### src/rtl/axi_shim_arbiter.sv
// axi_shim_arbiter
//   Shares one AXI shim request/response interface between NumReq requesters
//   (e.g. icache, dcache, PTW). Read and write request channels are arbitrated
//   independently with round-robin fairness. The winner's index is packed into
//   the upper bits of the shim ID so responses can be routed back. Each
//   requester has an outstanding-transaction counter per channel that blocks
//   new grants once MaxOutstanding transactions are in flight.
//
// Ports
//   clk_i, rst_i                  clock, asynchronous active-high reset
//   rd_req_i / rd_gnt_o           per-requester read request / grant
//   rd_addr_i .. rd_lock_i        per-requester read request fields
//   rd_valid_o / rd_rdy_i         per-requester read beat valid / ready
//   rd_data_o .. rd_exokay_o      shared read beat payload (index bits stripped)
//   wr_req_i / wr_gnt_o           per-requester write request / grant
//   wr_addr_i .. wr_atop_i        per-requester write request fields (full lines)
//   wr_valid_o / wr_rdy_i         per-requester B valid / ready
//   wr_id_o, wr_exokay_o          shared B payload
//   shim_rd_*, shim_wr_*          downstream shim interface, IdWidth-wide IDs
//   rd_route_err_o/wr_route_err_o pulse when a response carries index >= NumReq
module axi_shim_arbiter #(
    parameter int NumReq         = 3,
    parameter int NumWords       = 4,
    parameter int ReqIdWidth     = 2,
    parameter int IdWidth        = 4,
    parameter int MaxOutstanding = 4
) (
    input  logic                                        clk_i,
    input  logic                                        rst_i,
    // read requesters
    input  logic [NumReq-1:0]                           rd_req_i,
    output logic [NumReq-1:0]                           rd_gnt_o,
    input  logic [NumReq-1:0][63:0]                     rd_addr_i,
    input  logic [NumReq-1:0][$clog2(NumWords)-1:0]     rd_blen_i,
    input  logic [NumReq-1:0][1:0]                      rd_size_i,
    input  logic [NumReq-1:0][ReqIdWidth-1:0]           rd_id_i,
    input  logic [NumReq-1:0]                           rd_lock_i,
    output logic [NumReq-1:0]                           rd_valid_o,
    input  logic [NumReq-1:0]                           rd_rdy_i,
    output logic [63:0]                                 rd_data_o,
    output logic                                        rd_last_o,
    output logic [ReqIdWidth-1:0]                       rd_id_o,
    output logic                                        rd_exokay_o,
    // write requesters
    input  logic [NumReq-1:0]                           wr_req_i,
    output logic [NumReq-1:0]                           wr_gnt_o,
    input  logic [NumReq-1:0][63:0]                     wr_addr_i,
    input  logic [NumReq-1:0][NumWords*64-1:0]          wr_data_i,
    input  logic [NumReq-1:0][NumWords*8-1:0]           wr_be_i,
    input  logic [NumReq-1:0][$clog2(NumWords)-1:0]     wr_blen_i,
    input  logic [NumReq-1:0][1:0]                      wr_size_i,
    input  logic [NumReq-1:0][ReqIdWidth-1:0]           wr_id_i,
    input  logic [NumReq-1:0]                           wr_lock_i,
    input  logic [NumReq-1:0][5:0]                      wr_atop_i,
    output logic [NumReq-1:0]                           wr_valid_o,
    input  logic [NumReq-1:0]                           wr_rdy_i,
    output logic [ReqIdWidth-1:0]                       wr_id_o,
    output logic                                        wr_exokay_o,
    // shim read side
    output logic                                        shim_rd_req_o,
    input  logic                                        shim_rd_gnt_i,
    output logic [63:0]                                 shim_rd_addr_o,
    output logic [$clog2(NumWords)-1:0]                 shim_rd_blen_o,
    output logic [1:0]                                  shim_rd_size_o,
    output logic [IdWidth-1:0]                          shim_rd_id_o,
    output logic                                        shim_rd_lock_o,
    input  logic                                        shim_rd_valid_i,
    output logic                                        shim_rd_rdy_o,
    input  logic [63:0]                                 shim_rd_data_i,
    input  logic                                        shim_rd_last_i,
    input  logic [IdWidth-1:0]                          shim_rd_id_i,
    input  logic                                        shim_rd_exokay_i,
    // shim write side
    output logic                                        shim_wr_req_o,
    input  logic                                        shim_wr_gnt_i,
    output logic [63:0]                                 shim_wr_addr_o,
    output logic [NumWords*64-1:0]                      shim_wr_data_o,
    output logic [NumWords*8-1:0]                       shim_wr_be_o,
    output logic [$clog2(NumWords)-1:0]                 shim_wr_blen_o,
    output logic [1:0]                                  shim_wr_size_o,
    output logic [IdWidth-1:0]                          shim_wr_id_o,
    output logic                                        shim_wr_lock_o,
    output logic [5:0]                                  shim_wr_atop_o,
    input  logic                                        shim_wr_valid_i,
    output logic                                        shim_wr_rdy_o,
    input  logic [IdWidth-1:0]                          shim_wr_id_i,
    input  logic                                        shim_wr_exokay_i,
    // routing errors
    output logic                                        rd_route_err_o,
    output logic                                        wr_route_err_o
);

    localparam int IdxW = $clog2(NumReq);
    localparam int CntW = $clog2(MaxOutstanding + 1);

    localparam logic [0:0] R_IDLE = 1'b0;
    localparam logic [0:0] R_HOLD = 1'b1;
    localparam logic [0:0] W_IDLE = 1'b0;
    localparam logic [0:0] W_HOLD = 1'b1;

    // First eligible index at or after ptr, wrapping around.
    function automatic logic [IdxW-1:0] rr_pick(input logic [NumReq-1:0] elig,
                                                input logic [IdxW-1:0]   ptr);
        logic [IdxW-1:0]   pick;
        logic [NumReq-1:0] sh;
        logic              found;
        int                k;
        pick  = ptr;
        found = 1'b0;
        for (int i = 0; i < NumReq; i++) begin
            k = int'(ptr) + i;
            if (k >= NumReq) k = k - NumReq;
            sh = elig >> k;
            if (!found && sh[0]) begin
                pick  = k[IdxW-1:0];
                found = 1'b1;
            end
        end
        return pick;
    endfunction

    function automatic logic [IdxW-1:0] next_ptr(input logic [IdxW-1:0] sel);
        return (sel == IdxW'(NumReq - 1)) ? '0 : sel + 1'b1;
    endfunction

    // Shim ID = zero-extended {requester index, requester ID}.
    function automatic logic [IdWidth-1:0] make_id(input logic [IdxW-1:0]       idx,
                                                   input logic [ReqIdWidth-1:0] rid);
        logic [IdWidth-1:0] id;
        id                      = '0;
        id[ReqIdWidth +: IdxW]  = idx;
        id[ReqIdWidth-1:0]      = rid;
        return id;
    endfunction

    // ------------------------------------------------------------------
    // Read channel arbitration
    // ------------------------------------------------------------------
    logic [0:0]        rd_state_q;
    logic [IdxW-1:0]   rd_ptr_q, rd_sel_q;
    logic [CntW-1:0]   rd_cnt_q [NumReq];
    logic [NumReq-1:0] rd_elig, rd_inc, rd_dec;
    logic [IdxW-1:0]   rd_win, rd_sel;
    logic              rd_req_any, rd_fire;

    always_comb begin
        for (int i = 0; i < NumReq; i++) begin
            rd_elig[i] = rd_req_i[i] && (rd_cnt_q[i] < CntW'(MaxOutstanding));
        end
    end

    assign rd_win     = rr_pick(rd_elig, rd_ptr_q);
    // In HOLD the selection is frozen so the request fields stay stable.
    assign rd_sel     = (rd_state_q == R_HOLD) ? rd_sel_q : rd_win;
    assign rd_req_any = (rd_state_q == R_HOLD) || (|rd_elig);
    assign rd_fire    = rd_req_any && shim_rd_gnt_i && !rst_i;

    assign shim_rd_req_o  = rd_req_any && !rst_i;
    assign rd_gnt_o       = rd_fire ? (NumReq'(1) << rd_sel) : '0;
    assign shim_rd_addr_o = rd_addr_i[rd_sel];
    assign shim_rd_blen_o = rd_blen_i[rd_sel];
    assign shim_rd_size_o = rd_size_i[rd_sel];
    assign shim_rd_lock_o = rd_lock_i[rd_sel];
    assign shim_rd_id_o   = make_id(rd_sel, rd_id_i[rd_sel]);

    always_ff @(posedge clk_i or posedge rst_i) begin
        if (rst_i) begin
            rd_state_q <= R_IDLE;
            rd_sel_q   <= '0;
            rd_ptr_q   <= '0;
        end else begin
            case (rd_state_q)
                R_IDLE: begin
                    if (|rd_elig) begin
                        if (shim_rd_gnt_i) begin
                            rd_ptr_q <= next_ptr(rd_win);
                        end else begin
                            rd_sel_q   <= rd_win;
                            rd_state_q <= R_HOLD;
                        end
                    end
                end
                R_HOLD: begin
                    if (shim_rd_gnt_i) begin
                        rd_ptr_q   <= next_ptr(rd_sel_q);
                        rd_state_q <= R_IDLE;
                    end
                end
                default: rd_state_q <= R_IDLE;
            endcase
        end
    end

    // ------------------------------------------------------------------
    // Write channel arbitration (selection held for the whole burst)
    // ------------------------------------------------------------------
    logic [0:0]        wr_state_q;
    logic [IdxW-1:0]   wr_ptr_q, wr_sel_q;
    logic [CntW-1:0]   wr_cnt_q [NumReq];
    logic [NumReq-1:0] wr_elig, wr_inc, wr_dec;
    logic [IdxW-1:0]   wr_win, wr_sel;
    logic              wr_req_any, wr_fire;

    always_comb begin
        for (int i = 0; i < NumReq; i++) begin
            wr_elig[i] = wr_req_i[i] && (wr_cnt_q[i] < CntW'(MaxOutstanding));
        end
    end

    assign wr_win     = rr_pick(wr_elig, wr_ptr_q);
    assign wr_sel     = (wr_state_q == W_HOLD) ? wr_sel_q : wr_win;
    assign wr_req_any = (wr_state_q == W_HOLD) || (|wr_elig);
    assign wr_fire    = wr_req_any && shim_wr_gnt_i && !rst_i;

    assign shim_wr_req_o  = wr_req_any && !rst_i;
    assign wr_gnt_o       = wr_fire ? (NumReq'(1) << wr_sel) : '0;
    assign shim_wr_addr_o = wr_addr_i[wr_sel];
    assign shim_wr_data_o = wr_data_i[wr_sel];
    assign shim_wr_be_o   = wr_be_i[wr_sel];
    assign shim_wr_blen_o = wr_blen_i[wr_sel];
    assign shim_wr_size_o = wr_size_i[wr_sel];
    assign shim_wr_lock_o = wr_lock_i[wr_sel];
    assign shim_wr_atop_o = wr_atop_i[wr_sel];
    assign shim_wr_id_o   = make_id(wr_sel, wr_id_i[wr_sel]);

    always_ff @(posedge clk_i or posedge rst_i) begin
        if (rst_i) begin
            wr_state_q <= W_IDLE;
            wr_sel_q   <= '0;
            wr_ptr_q   <= '0;
        end else begin
            case (wr_state_q)
                W_IDLE: begin
                    if (|wr_elig) begin
                        if (shim_wr_gnt_i) begin
                            wr_ptr_q <= next_ptr(wr_win);
                        end else begin
                            wr_sel_q   <= wr_win;
                            wr_state_q <= W_HOLD;
                        end
                    end
                end
                W_HOLD: begin
                    if (shim_wr_gnt_i) begin
                        wr_ptr_q   <= next_ptr(wr_sel_q);
                        wr_state_q <= W_IDLE;
                    end
                end
                default: wr_state_q <= W_IDLE;
            endcase
        end
    end

    // ------------------------------------------------------------------
    // Response routing by the index field of the returned ID
    // ------------------------------------------------------------------
    logic [IdxW-1:0] rd_rsp_idx, wr_rsp_idx;
    logic            rd_rsp_ok, wr_rsp_ok;

    assign rd_rsp_idx = shim_rd_id_i[ReqIdWidth +: IdxW];
    assign wr_rsp_idx = shim_wr_id_i[ReqIdWidth +: IdxW];
    assign rd_rsp_ok  = int'(rd_rsp_idx) < NumReq;
    assign wr_rsp_ok  = int'(wr_rsp_idx) < NumReq;

    // Unroutable beats are sunk so the shim never stalls on them.
    assign shim_rd_rdy_o  = rd_rsp_ok ? rd_rdy_i[rd_rsp_idx] : 1'b1;
    assign shim_wr_rdy_o  = wr_rsp_ok ? wr_rdy_i[wr_rsp_idx] : 1'b1;
    assign rd_valid_o     = (shim_rd_valid_i && rd_rsp_ok && !rst_i) ? (NumReq'(1) << rd_rsp_idx) : '0;
    assign wr_valid_o     = (shim_wr_valid_i && wr_rsp_ok && !rst_i) ? (NumReq'(1) << wr_rsp_idx) : '0;
    assign rd_route_err_o = shim_rd_valid_i && !rd_rsp_ok && !rst_i;
    assign wr_route_err_o = shim_wr_valid_i && !wr_rsp_ok && !rst_i;

    assign rd_data_o   = shim_rd_data_i;
    assign rd_last_o   = shim_rd_last_i;
    assign rd_id_o     = shim_rd_id_i[ReqIdWidth-1:0];
    assign rd_exokay_o = shim_rd_exokay_i;
    assign wr_id_o     = shim_wr_id_i[ReqIdWidth-1:0];
    assign wr_exokay_o = shim_wr_exokay_i;

    // ------------------------------------------------------------------
    // Outstanding-transaction counters
    // ------------------------------------------------------------------
    for (genvar g = 0; g < NumReq; g++) begin : g_cnt
        assign rd_inc[g] = rd_gnt_o[g];
        assign rd_dec[g] = rd_valid_o[g] && shim_rd_rdy_o && shim_rd_last_i;
        assign wr_inc[g] = wr_gnt_o[g];
        assign wr_dec[g] = wr_valid_o[g] && shim_wr_rdy_o;

        always_ff @(posedge clk_i or posedge rst_i) begin
            if (rst_i) begin
                rd_cnt_q[g] <= '0;
            end else if (rd_inc[g] && !rd_dec[g]) begin
                if (rd_cnt_q[g] != CntW'(MaxOutstanding)) rd_cnt_q[g] <= rd_cnt_q[g] + 1'b1;
            end else if (rd_dec[g] && !rd_inc[g]) begin
                if (rd_cnt_q[g] != '0) rd_cnt_q[g] <= rd_cnt_q[g] - 1'b1;
            end
        end

        always_ff @(posedge clk_i or posedge rst_i) begin
            if (rst_i) begin
                wr_cnt_q[g] <= '0;
            end else if (wr_inc[g] && !wr_dec[g]) begin
                if (wr_cnt_q[g] != CntW'(MaxOutstanding)) wr_cnt_q[g] <= wr_cnt_q[g] + 1'b1;
            end else if (wr_dec[g] && !wr_inc[g]) begin
                if (wr_cnt_q[g] != '0) wr_cnt_q[g] <= wr_cnt_q[g] - 1'b1;
            end
        end

        // A completion for a requester with nothing in flight means the
        // shim returned a response that was never issued.
        a_rd_underflow: assert property (@(posedge clk_i) disable iff (rst_i)
            !(rd_dec[g] && !rd_inc[g] && rd_cnt_q[g] == '0));
        a_wr_underflow: assert property (@(posedge clk_i) disable iff (rst_i)
            !(wr_dec[g] && !wr_inc[g] && wr_cnt_q[g] == '0));
    end

endmodule
### config.mk
export PLATFORM = sky130hd
export DESIGN_NAME = axi_shim_arbiter
export DESIGN_NICKNAME = d
export VERILOG_FILES = /design/src/rtl/axi_shim_arbiter.sv
export SDC_FILE = /design/constraint.sdc
export NUM_CORES = 1
export LEC_CHECK = 0
export CAP_MARGIN = 5
export CORE_AREA = 2 2 756 758
export DETAILED_ROUTE_END_ITERATION = 10
export DIE_AREA = 0 0 758 760
export PLACE_DENSITY = 0.3
export RECOVER_POWER = 25
export SLEW_MARGIN = 0
export SYNTH_ARGS = -nofsm -noshare
export SYNTH_HDL_FRONTEND = slang
export SYNTH_SLANG_ARGS = --single-unit
### constraint.sdc
create_clock -name clk_i -period 4.87 [get_ports clk_i]
set_input_delay 1.461 -clock clk_i [delete_from_list [all_inputs] [get_ports clk_i]]
set_output_delay 1.461 -clock clk_i [all_outputs]
set_load 0.1 [all_outputs]
=== Word level (Yosys, flattened, before mapping) ===
Index checks and enable logic that the tools add are counted.

* Input bits: 1,401
* Register bits: 28

* Magnitude comparators: 18
* $add $sub $neg: 26
* Bitwise logic cells: 4
* Equality and inequality tests: 22
* Mux-type cells: 96
* Shift-type cells: 10
* Reductions and logical operators: 96

{| class="wikitable"
|+ Operators by type and width
! operator !! number
|-
| 256-bit binary-select mux with 2-bit select || 1
|-
| 64-bit binary-select mux with 2-bit select || 2
|-
| 256-bit 2-to-1 mux || 1
|-
| 32-bit 2-to-1 mux || 7
|-
| 3-bit by 32-bit right shift with 1-bit output || 6
|-
| 64-bit 2-to-1 mux || 2
|-
| 3-bit 2-to-1 mux || 28
|-
| 32-bit binary-select mux with 2-bit select || 1
|-
| 2-bit 2-to-1 mux || 24
|-
| 1-bit logical AND || 45
|-
| 3-bit AND reduction || 10
|-
| 2-bit binary-select mux with 2-bit select || 6
|-
| 2-bit nonzero test || 12
|-
| 1-bit logical NOT || 19
|-
| 3-bit by 1-bit adder with 3-bit output, second input constant || 6
|-
| 3-bit < comparator, second input constant || 6
|-
| 3-bit inequality test, second input constant || 6
|-
| 3-bit nonzero test || 6
|-
| 3-bit by 1-bit subtractor with 3-bit output, second input constant || 6
|-
| 3-bit by 2-bit subtractor with 4-bit output, second input constant || 4
|-
| 1-bit 2-to-1 mux || 14
|-
| 6-bit binary-select mux with 2-bit select || 1
|-
| 3-bit by 2-bit greater-or-equal comparator with 1-bit output, second input constant || 4
|-
| 2-bit by 3-bit < comparator with 1-bit output, second input constant || 4
|-
| other kinds (17) || 51
|}

=== Longest topological paths before layout ===
* Depth after elaboration: 17
* Mapped depth: 19

=== Worst setup path before layout ===
Ideal clock, no wire load.

* Path kind: input-to-reg
* Start point: in wr_req_i[2]
* End point: reg wr_cnt_q[8] (netlist bit)
* Path buffers: 2
* Path slack: -2,855 ps
* Arrival: 7,596 ps
* Data required time: 4,742 ps
* Cell stages on the path: 15
* Path through: or4b_1 -> a32oi_1 -> o211ai_1 -> nor2b_1 -> a21oi_1 -> inv_2 -> buf_4 -> buf_4 -> nor4_1 -> ha_1 -> inv_1 -> fa_1 -> o21a_1 -> o21ai_0 -> o31ai_1

* Word-level cells in the longest chain between the ends: 16

{| class="wikitable"
|+ RTL lines
! what !! RTL line !! text
|-
| start: declaration || 45 || <nowiki>input logic [NumReq-1:0] wr_req_i,</nowiki>
|-
| 1-bit logical AND (*) || 206 || <nowiki>wr_elig[i] = wr_req_i[i] && (wr_cnt_q[i] < CntW'(MaxOutstanding));</nowiki>
|-
| 3-bit by 32-bit right shift with 1-bit output || 113 || <nowiki>sh = elig >> k;</nowiki>
|-
| 1-bit 2-to-1 mux || 114 || <nowiki>if (!found && sh[0]) begin</nowiki>
|-
| 1-bit logical NOT || 114 ||
|-
| 1-bit logical AND || 114 ||
|-
| 1-bit 2-to-1 mux || 114 ||
|-
| 1-bit logical NOT || 114 ||
|-
| 1-bit logical AND || 114 ||
|-
| [2 not listed] || - ||
|-
| named net shim_wr_id_o[3] || 81 || <nowiki>output logic [IdWidth-1:0] shim_wr_id_o,</nowiki>
|-
| 1-bit by 2-bit << shifter with 3-bit output (*) || 216 || <nowiki>assign wr_gnt_o = wr_fire ? (NumReq'(1) << wr_sel) : '0;</nowiki>
|-
| 3-bit 2-to-1 mux (*) || 216 ||
|-
| named net wr_gnt_o[0] || 46 || <nowiki>output logic [NumReq-1:0] wr_gnt_o,</nowiki>
|-
| 1-bit logical NOT || 304 || <nowiki>end else if (wr_dec[g] && !wr_inc[g]) begin</nowiki>
|-
| 1-bit logical AND || 304 ||
|-
| 2-bit nonzero test (no source line) || - ||
|-
| 3-bit AND reduction (no source line) || - ||
|-
| end signal: indexed assignment || 301 || <nowiki>wr_cnt_q[g] <= '0;</nowiki>
|-
| end: declaration || 199 || <nowiki>logic [CntW-1:0] wr_cnt_q [NumReq];</nowiki>
|}

The timed path passes the listed nets; every way through them passes the cells marked *.
A chain may end at the register's enable or synchronous reset.

=== Worst setup path after layout ===
* Start point: in wr_req_i[1]
* End point: out shim_wr_data_o[131]

* Word-level cells in the longest chain between the ends: 12

{| class="wikitable"
|+ RTL lines
! what !! RTL line !! text
|-
| 1-bit logical AND (*) || 206 ||
|-
| 3-bit by 32-bit right shift with 1-bit output || 113 ||
|-
| 1-bit 2-to-1 mux || 114 ||
|-
| 1-bit logical NOT || 114 ||
|-
| 1-bit logical AND || 114 ||
|-
| 1-bit 2-to-1 mux || 114 ||
|-
| 1-bit logical NOT || 114 ||
|-
| 1-bit logical AND || 114 ||
|-
| 2-bit 2-to-1 mux (*) || 114 ||
|-
| 2-bit 2-to-1 mux (*) || 211 || <nowiki>assign wr_sel = (wr_state_q == W_HOLD) ? wr_sel_q : wr_win;</nowiki>
|-
| 256-bit binary-select mux with 2-bit select (*) || 218 || <nowiki>assign shim_wr_data_o = wr_data_i[wr_sel];</nowiki>
|-
| 256-bit 2-to-1 mux (implied by the code) (*) || 218 ||
|-
| end: declaration || 77 || <nowiki>output logic [NumWords*64-1:0] shim_wr_data_o,</nowiki>
|}

Every way passes the cells marked *; elsewhere a longest branch is shown, timed or not. The select of a mux whose other input is x is not followed.

==> flow_summary.json <==
{
  "antenna_left": 0,
  "dp.final_hpwl_um": 303100,
  "antenna_found_initial": 328,
  "maxSlewViolCount": 15,
  "synth_common_cells": "mux2i_1, o2bb2ai_1, buf_4",
  "postSynth.asyncResetShare_pct": 100.0,
  "post-route-util_pct": 10.36,
  "finalCriticalPeriod_ps": 5920,
  "start_util_pct": 2.091,
  "synthCells": 1392,
  "synth_cell_type_count": 59,
  "grt_pass1_wl_um": 391900,
  "synth_area_leaders": "mux2i_1, o2bb2ai_1, buf_4, a221o_1, dfrtp_1",
  "netlist_area_um2": 11870,
  "hold_path_class": "reg -> reg",
  "core_um2": 567700,
  "setup_viol": 448,
  "wl_met2_um": 156200,
  "period_share_pct": 121.6,
  "slew_headroom_pct": -17.19,
  "nets": 4943,
  "synth_fp_nets": 2815,
  "drcViolationCount": 0,
  "clock-sinks": 28,
  "numCtsBuffers": 3,
  "critical_path.startpoint_type": "input pin",
  "grt_pass1_vias": 24620,
  "crit_fanout": 8,
  "cp_top_family": "compound AO/OA/AOI/OAI gates",
  "clk_pin_slew_ps": 100,
  "crit_chain": "buf_2, or3b_1, a221oi_2, a211oi_2, a21boi_4, a21oi_4, bufinv_16, buf_16, buf_12, buf_12, buf_6, mux2i_4, o2bb2ai_4, buf_12",
  "grt_max_degree": 39,
  "synth.yosys.seq_area_share_pct": 5.902,
  "synth-seq-cells": 28,
  "syn_to_final_growth_pct": 395.2,
  "crit_top_cell": "buf_12",
  "via_per_inst": 2.171,
  "drtIter0Drc": 1235,
  "ctsHoldBuffers": 0,
  "clkLatencyLatePin_ps": 330,
  "htreeDepth": 1,
  "max-clock-path-buffers": 2,
  "top_layer": "met5",
  "syn_area_per_cell_um2": 8.528,
  "post_drt_wl_per_cell_um": 30.74,
  "worst-path-buf-inv": 7,
  "drt-met1-wl_um": 125200,
  "finClkSkew_ps": 7.328,
  "fp.dieW_um": 758,
  "wl_um": 341200,
  "yosysMostFrequentCell": "mux2i_1",
  "r2r_setup_slack_ps": -20,
  "vias": 24100,
  "first_pass_iters": 5,
  "gr-total-overflow": 0,
  "drive_gt1_share_pct": 50.97,
  "worst_pin_slew_ps": 1758,
  "met3WireLength_um": 49940,
  "setup_ws_ps": -1050,
  "dieArea_um2": 576100,
  "yosys.area.top_type": "mux2i_1",
  "synth-edff-count": 0,
  "synth_warnings": 0,
  "die_h_um": 760,
  "critPathKind": "in -> out",
  "slowest_stage": "or3b_1",
  "critPathMaxStageDelay_ps": 370,
  "worstPathRequired_ps": 3410,
  "fmax_ghz": 0.1689,
  "grt_setup_unrepaired": "true",
  "ctsRootBufferMaster": "clkbuf_16",
  "hold_viol": 0,
  "globalplace.congestion": 0.9625,
  "end_kind": "primary output",
  "ios": 1930,
  "numPortBuffers": 1789,
  "grt_usage_pct": 11.15,
  "critPathArrivalTime_ps": 4460,
  "synth_flop_cell": "dfrtp_1",
  "status": "finished with violations",
  "cap_violations": 1,
  "synth_top_area_share_pct": 30.86,
  "cts_tree": "yes",
  "violations": "max-capacitance violations, max-slew violations, negative setup slack",
  "rows": 277
}
cell usage in the layout (no fill, tap or decap), types with 42 or more instances in the layout:
master and count:
o2bb2ai_2 114, o2bb2ai_1 42, o2bb2ai_4 209, and2_4 71, buf_16 55, buf_12 559
diode_2 48, buf_4 256, buf_6 78, mux2i_1 118, nor2_1 42, a221o_4 71
mux2i_4 179, clkdlybuf4s50_1 1323, mux2i_2 69
final cells by class:
class	instances	area (µm²)
well taps	7533	9425
repair buffers	2344	30120
inverters	16	86.33
clock buffers	3	75.07
diodes	48	120.1
multi-input cells	1127	18270
flip-flops and latches	28	700.7
fillers	64810	508900
registers in the layout, summed over array words and instances, names as in the netlist:
name and count:
wr_state_q 1, wr_sel_q 2, rd_sel_q 2, rd_ptr_q 2, rd_cnt_q 9, rd_state_q 1, wr_ptr_q 2, wr_cnt_q 9
timing repair:
item / CTS / global route
resized for setup: 610 / 564
pin swaps: 47 / 81
endpoints found under the setup margin: 460 / 459
gates cloned: 31 / 26
setup buffers: 99 / 99
logic make-up after synthesis:
family / after synthesis / share of synthesized area, %
mux: 373 / 31.52
buf+inv: 237 / 11.48
simple gates: 202 / 9.707
xor+xnor: 6 / 0.4427
fa+ha+maj: 22 / 2.698
compound gates: 524 / 38.25
flops: 28 / 5.902
stage by stage:
stage / setup slack [ps] / area [µm²] / TNS [ps] / cells / hold WS (ps)
3_3_place_gp: -3284 / 48520 / -763310 / 10870 / 544.5
5_1_grt: -1166 / 58710 / -448870 / 11070 / 591.6
4_1_cts: -1130 / 54130 / -442560 / 10980 / 576.4
6_report: -1050 / 58790 / -387070 / 11100 / 580.1
2_1_floorplan: -1260 / 14690 / -387950 / 1392 / 493.6
3_5_place_dp: -2247 / 48620 / -696450 / 10880 / 549.3
worst register-to-register path, cell delays in order (launching register included):
cell	delay, ps
dfrtp_1	410
inv_1	80
ha_1	370
or4bb_4	580
a32oi_2	250
o211ai_1	180
buf_4	210
o21ai_4	220
o21ai_4	100
buf_12	160
buf_16	170
buf_12	200
buf_16	140
buf_16	180
nor4_4	250
buf_4	180
ha_1	160
inv_1	60
fa_1	420
nor3_1	200
a21oi_1	60
o31ai_1	210
path summary, 6_finish.rpt:
check	from	end	cells past startpoint
max in group asynchronous	rst_i	wr_cnt_q[6]$_DFFE_PP0P_	4
worst min-delay path	wr_sel_q[1]$_DFFE_PP0P_	wr_sel_q[1]$_DFFE_PP0P_	1
worst max register to register	wr_ptr_q[1]$_DFFE_PP0P_	wr_cnt_q[8]$_DFFE_PP0P_	21
min in group asynchronous	rst_i	rd_cnt_q[8]$_DFFE_PP0P_	3
worst max-delay path	wr_req_i[1]	shim_wr_data_o[131]	14
worst min register to register	wr_sel_q[1]$_DFFE_PP0P_	wr_sel_q[1]$_DFFE_PP0P_	1
routing by layer:
layer  global-route usage, %  vias up
met4                   1.641      234
met2                   18.47     1774
li1                        -     9910
met5                       0        -
met1                   12.40    11580
met3                   6.732      604
Power is not shown: default switching activity piles up to over one toggle a cycle in this logic, so the estimate is an artifact.
